<file path="src/rtl/ysyx_25050147.sv">

</file>
<file path="src/rtl/ysyx_25050147_pkg.sv">
// Shared types and constants for the ysyx_25050147 instruction fetch unit.
// Latency: n/a (declarations only).
// Backpressure: n/a.
package ysyx_25050147_pkg;

    // Fetch FSM: issue request, wait for response, hold word for the decoder.
    typedef enum logic [1:0] {
        REQ  = 2'd0,
        WAIT = 2'd1,
        OUT  = 2'd2
    } ifu_state_t;

    // Default architectural PC after reset (first fetch address).
    localparam logic [31:0] RESET_PC_DEFAULT = 32'h8000_0000;

    // addi x0, x0, 0 -- harmless filler word.
    localparam logic [31:0] INST_NOP = 32'h0000_0013;

    // Fetch addresses are always word aligned; low two bits are dropped.
    function automatic logic [31:0] align_pc(input logic [31:0] a);
        return {a[31:2], 2'b00};
    endfunction

endpackage

</file>
<file path="src/rtl/ysyx_25050147_ifu_pc.sv">
// PC register with +4 incrementer, aligned redirect mux and the kill flag that
// marks the in-flight fetch as belonging to an abandoned path.
// Latency: pc/kill update on the clock edge after the control pulse; no backpressure.
// Ports: clk, rst (async active-high); i_redirect_vld/i_redirect_pc load a new
//   target; i_advance steps pc by 4; i_kill_set/i_kill_clr drive the kill flag;
//   o_pc is the current fetch PC, o_kill the kill flag.
module ysyx_25050147_ifu_pc
    import ysyx_25050147_pkg::*;
#(
    parameter logic [31:0] RESET_PC = RESET_PC_DEFAULT
) (
    input  logic        clk,
    input  logic        rst,
    input  logic        i_redirect_vld,
    input  logic [31:0] i_redirect_pc,
    input  logic        i_advance,
    input  logic        i_kill_set,
    input  logic        i_kill_clr,
    output logic [31:0] o_pc,
    output logic        o_kill
);

    logic [31:0] r_pc;
    logic        r_kill;
    logic [31:0] w_pc_nxt;

    // Redirect always wins over sequential advance; wraps mod 2^32.
    assign w_pc_nxt = i_redirect_vld ? align_pc(i_redirect_pc) : (r_pc + 32'd4);

    always_ff @(posedge clk or posedge rst) begin
        if (rst) begin
            r_pc <= RESET_PC;
        end else if (i_redirect_vld || i_advance) begin
            r_pc <= w_pc_nxt;
        end
    end

    always_ff @(posedge clk or posedge rst) begin
        if (rst) begin
            r_kill <= 1'b0;
        end else if (i_kill_set) begin
            r_kill <= 1'b1;
        end else if (i_kill_clr) begin
            r_kill <= 1'b0;
        end
    end

    assign o_pc   = r_pc;
    assign o_kill = r_kill;

endmodule

</file>
<file path="src/rtl/ysyx_25050147_ifu.sv">
// Instruction fetch stage: owns the PC, one outstanding imem read, buffers {inst, inst_pc} for decode.
// Latency: request accepted in N, response in N+1, inst_valid in N+2 (min 3 cycles/instruction).
// Backpressure: holds inst/inst_pc while inst_ready is low and issues no new request until consumed.
// Ports: clk, rst (async active-high); imem_req_* request channel; imem_rsp_* response
//   pulse; inst_valid/inst_ready/inst/inst_pc to decoder; redirect_valid/redirect_pc
//   single-cycle redirect. With IFU_PERF_EN defined, perf_fetch_cnt/perf_stall_cnt
//   (saturating) are also present.
module ysyx_25050147_ifu
    import ysyx_25050147_pkg::*;
#(
    parameter logic [31:0] RESET_PC = RESET_PC_DEFAULT
) (
    input  logic        clk,
    input  logic        rst,
    output logic        imem_req_valid,
    input  logic        imem_req_ready,
    output logic [31:0] imem_req_addr,
    input  logic        imem_rsp_valid,
    input  logic [31:0] imem_rsp_data,
    output logic        inst_valid,
    input  logic        inst_ready,
    output logic [31:0] inst,
    output logic [31:0] inst_pc,
    input  logic        redirect_valid,
    input  logic [31:0] redirect_pc
`ifdef IFU_PERF_EN
    ,
    output logic [31:0] perf_fetch_cnt,
    output logic [31:0] perf_stall_cnt
`endif
);

    ifu_state_t  r_state;
    ifu_state_t  w_state_nxt;
    logic [31:0] r_inst;
    logic [31:0] r_inst_pc;

    logic [31:0] w_pc;
    logic        w_kill;
    logic        w_req_hs;
    logic        w_advance;
    logic        w_kill_set;
    logic        w_kill_clr;
    logic        w_load;

    ysyx_25050147_ifu_pc #(
        .RESET_PC(RESET_PC)
    ) u_pc (
        .clk           (clk),
        .rst           (rst),
        .i_redirect_vld(redirect_valid),
        .i_redirect_pc (redirect_pc),
        .i_advance     (w_advance),
        .i_kill_set    (w_kill_set),
        .i_kill_clr    (w_kill_clr),
        .o_pc          (w_pc),
        .o_kill        (w_kill)
    );

    // Request is masked while rst is high even though state already reads REQ.
    assign imem_req_valid = (r_state == REQ) && !rst;
    assign imem_req_addr  = w_pc;
    assign w_req_hs       = imem_req_valid && imem_req_ready;

    always_ff @(posedge clk or posedge rst) begin
        if (rst) begin
            r_state <= REQ;
        end else begin
            r_state <= w_state_nxt;
        end
    end

    always_comb begin
        w_state_nxt = r_state;
        w_advance   = 1'b0;
        w_kill_set  = 1'b0;
        w_kill_clr  = 1'b0;
        w_load      = 1'b0;
        unique case (r_state)
            REQ: begin
                // A redirect racing an accepted request must still wait out
                // the response of the old address, hence kill + WAIT.
                if (w_req_hs) begin
                    w_state_nxt = WAIT;
                    w_kill_set  = redirect_valid;
                end
            end
            WAIT: begin
                if (redirect_valid) begin
                    if (imem_rsp_valid) begin
                        // Old-path response lands in the redirect cycle: drop it
                        // and go fetch the new target right away.
                        w_state_nxt = REQ;
                        w_kill_clr  = 1'b1;
                    end else begin
                        w_kill_set  = 1'b1;
                    end
                end else if (imem_rsp_valid) begin
                    if (w_kill) begin
                        w_state_nxt = REQ;
                        w_kill_clr  = 1'b1;
                    end else begin
                        w_state_nxt = OUT;
                        w_load      = 1'b1;
                        w_advance   = 1'b1;
                    end
                end
            end
            OUT: begin
                if (redirect_valid || inst_ready) begin
                    w_state_nxt = REQ;
                end
            end
            default: begin
                w_state_nxt = REQ;
            end
        endcase
    end

    // inst_pc takes the pre-increment pc; pc steps to +4 on the same edge.
    always_ff @(posedge clk or posedge rst) begin
        if (rst) begin
            r_inst    <= '0;
            r_inst_pc <= '0;
        end else if (w_load) begin
            r_inst    <= imem_rsp_data;
            r_inst_pc <= w_pc;
        end
    end

    assign inst_valid = (r_state == OUT);
    assign inst       = r_inst;
    assign inst_pc    = r_inst_pc;

`ifdef IFU_PERF_EN
    logic [31:0] r_fetch_cnt;
    logic [31:0] r_stall_cnt;

    always_ff @(posedge clk or posedge rst) begin
        if (rst) begin
            r_fetch_cnt <= '0;
            r_stall_cnt <= '0;
        end else begin
            if (inst_valid && inst_ready && (r_fetch_cnt != 32'hFFFF_FFFF)) begin
                r_fetch_cnt <= r_fetch_cnt + 32'd1;
            end
            if ((r_state != OUT) && (r_stall_cnt != 32'hFFFF_FFFF)) begin
                r_stall_cnt <= r_stall_cnt + 32'd1;
            end
        end
    end

    assign perf_fetch_cnt = r_fetch_cnt;
    assign perf_stall_cnt = r_stall_cnt;
`endif

endmodule

</file>
<file path="config.mk">
export PLATFORM = sky130hd
export DESIGN_NAME = ysyx_25050147_ifu
export DESIGN_NICKNAME = d
export VERILOG_FILES = /design/src/rtl/ysyx_25050147.sv /design/src/rtl/ysyx_25050147_pkg.sv /design/src/rtl/ysyx_25050147_ifu_pc.sv /design/src/rtl/ysyx_25050147_ifu.sv
export SDC_FILE = /design/constraint.sdc
export NUM_CORES = 1
export LEC_CHECK = 0
export CAP_MARGIN = 20
export CORE_ASPECT_RATIO = 0.7
export CORE_UTILIZATION = 47
export DETAILED_ROUTE_END_ITERATION = 6
export GPL_TIMING_DRIVEN = 0
export PLACE_DENSITY = 0.85
export SYNTH_ARGS = -nofsm -noshare
export SYNTH_HDL_FRONTEND = slang
export SYNTH_SLANG_ARGS = --single-unit
</file>
<file path="constraint.sdc">
create_clock -name clk -period 6 [get_ports clk]
set_input_delay 1.2 -clock clk [delete_from_list [all_inputs] [get_ports clk]]
set_output_delay 1.2 -clock clk [all_outputs]
set_load 0.01 [all_outputs]
</file>
==> results.yml <==
global_routing:
  antenna_found_initial: 0
  grt_start_max_net_pins: 53
  first_global_vias: 3570
  grt_usage_pct: 25.2
  grt_pass1_wl_um: 18000
  overflow: 0
clock_tree:
  cts_resized: 0
  numCtsBuffers: 9
  cts_buffer_depth: 2
  cts_num_sinks: 95
  cts_hold_buf: 0
  root_buffer: "clkbuf_16"
  htreeDepth: 3
  postCtsSetupBuffers: 0
  clk_pin_slew_ns: 0.07
  cts_tree: "built"
  clock_latency_ns: 0.34
timing:
  worst_slew_pin_slew_ns: 0.688
  setup_viol: 0
  period_share_pct: 60.3
  totalNegativeSetupSlack_ns: 0
  fmax_ghz: 0.277
  setup_ws_ns: 2.38
  report.final.slew_viol_count: 0
  period_needed_ns: 3.62
  finClkSkew_ns: 0.00701
  rsz0062_at_grt: "no"
  slew_headroom_pct: 54.0
  hold_violations: 0
setup_path:
  critPathArrivalTime_ns: 2.42
  cp_max_fo: 3
  critPathKind: "in -> out"
  end_kind: "output port"
  cp-start-kind: "primary input"
  required_ns: 4.80
synth:
  ys.flop_type: "dfrtp_1"
  syn_area_per_cell_um2: 11.9
  synth-edff-count: 0
  netlist_instances: 363
  synth-seq-cells: 95
  syn_area_um2: 4300
  synth.distinct_cells: 46
  seq_area_frac_synth_pct: 55.3
  ys_warn_count: 0
  async_reset_ff_share_pct: 100
placement:
  place.detailed.hpwl_um: 8440
  place_congestion: 0.795
  placed_cell_area_um2: 6110
  port_buffers: 161
  place_ws_ns: 2.31
final_layout:
  area_growth_syn_to_layout_pct: 48.7
  multi_input_area_um2: 1790
  nFillCells: 588
  seq_area_um2: 2380
  nets: 610
  antennaDiodeCount: 0
  drive_gt1_share_pct: 18.2
  design_area_um2: 6400
die:
  die_h_um: 82.1
  row_count: 28
  io_pins: 168
  fp.dieArea_um2: 9550
  core_um2: 8650
  start_util_pct: 49.7
  dieWidth_um: 116
pwr:
  pwr_density_cell_nw_per_um2: 394
  vdd_drop_max_mv: 0.315
  p_leak_nw: 2.57
drt:
  routed-via-count: 3667
  drc: 0
  ant_nets: 0
  wl_um: 11600
  drt-pass1-iter-count: 5
  drt-initial-drc-count: 242
  wire_per_inst_um: 17.5
  vias_per_cell: 5.52
outcome:
  status: "complete, no violations"
job:
  cap_viol_max_count: 0
worst_hold_path:
  hold_class: "reg -> reg"
worst max-delay path: stages:
cell             delay [ns]
clkdlybuf4s50_1        0.48
nor3_1                 0.17
clkdlybuf4s50_1        0.57
per-stage QoR:
step | hold slack, ns | std cells | power (W) | utilization [%]
after global routing | 0.515 | 664 | 0.00265 | 73.9
after CTS | 0.503 | 664 | 0.00254 | 73.9
after detailed placement | 0.490 | 648 | 0.00197 | 70.6
after floorplan | 0.461 | 366 | 0.00138 | -
final | 0.505 | 664 | 0.00252 | 73.9
after global placement | 0.473 | 647 | 0.00193 | 70.2
cell type report:
class                           instances  share of cell area, %
Buffer                                 21                   1.86
Tap cell                              120                   2.35
Clock inverter                          5                  0.919
Timing Repair Buffer                  162                   25.6
Sequential cell                        95                   37.2
Inverter                                7                  0.450
Clock buffer                           11                   3.64
Multi-Input combinational cell        243                   28.0
per-layer routing:
metal	global-route usage, %	up-vias	wire length [um]	share of wire (%)
li1	-	1684	-	-
met1	32.5	1799	4940	43
met2	40.1	169	5330	46
met3	8.93	15	1170	10
met4	7.18	0	159	1.4
met5	0	-	0	0
state kept, by name (all words and copies together) (netlist names):
signal,count
inst,32
inst_pc,30
r_state,2
u_pc.o_kill,1
u_pc.o_pc,30
cells in the final DEF (no fill, tap or decap), types with 3 or more instances in the layout:
master	count
clkbuf_16	9
a31oi_1	14
o21ai_0	16
nand3_1	14
and4_1	5
xor2_1	4
nor2_1	19
inv_1	5
dfrtp_1	94
buf_2	6
nor2b_1	3
buf_4	4
clkdlybuf4s50_1	161
nand4_1	8
mux2_2	62
conb_1	4
or4_1	11
o31ai_1	12
clkbuf_1	10
nor4_1	4
nor3_1	6
xnor2_1	7
nand2_1	27
power by group:
group / switching, W / internal, W
sequential: 0.000143 / 0.000872
clock: 0.000241 / 0.000323
combinational: 0.000335 / 0.000603
cells in the mapped netlist (3+ instances only):
cell type	number	share of area, %
nor2b_1	3	0.44
buf_2	6	0.70
o21ai_0	16	1.9
nor4_1	4	0.58
mux2_2	62	16
dfrtp_1	94	55
o31ai_1	12	2.1
xnor2_1	7	1.4
a31oi_1	14	2.0
nand2_1	27	2.4
nand3_1	14	1.6
nand4_1	8	1.2
clkbuf_1	8	0.70
inv_1	6	0.52
xor2_1	4	0.81
nor2_1	19	1.7
and4_1	5	1.0
nor3_1	6	0.70
buf_4	4	0.70
or4_1	11	1.9
cells by family (layout without fill, tap and decap cells):
| group | Yosys count | in the layout | synth area share (%) |
|---|---|---|---|
| compound gates | 49 | 49 | 7.30 |
| xor+xnor | 11 | 11 | 2.24 |
| simple gates | 115 | 115 | 15.0 |
| flops | 95 | 95 | 55.3 |
| fa+ha+maj | 1 | 1 | 0.291 |
| other cells | 1 | 4 | 0.0871 |
| buf+inv | 28 | 206 | 3.37 |
| mux | 63 | 63 | 16.5 |
final timing paths:
path                       slack, ns         from  depth (start not counted)        endpoint
max                             2.38          rst                          3  imem_req_valid
min reg2reg                     0.50  inst_pc[12]                          1     inst_pc[12]
max in group asynchronous       4.01          rst                          3        inst[21]
min in group asynchronous       1.33          rst                          2   u_pc.o_pc[18]
max reg2reg                     3.49   r_state[1]                          5      inst_pc[6]
min                             0.50  inst_pc[12]                          1     inst_pc[12]
Note: power is estimated with default switching activity, not from simulation.
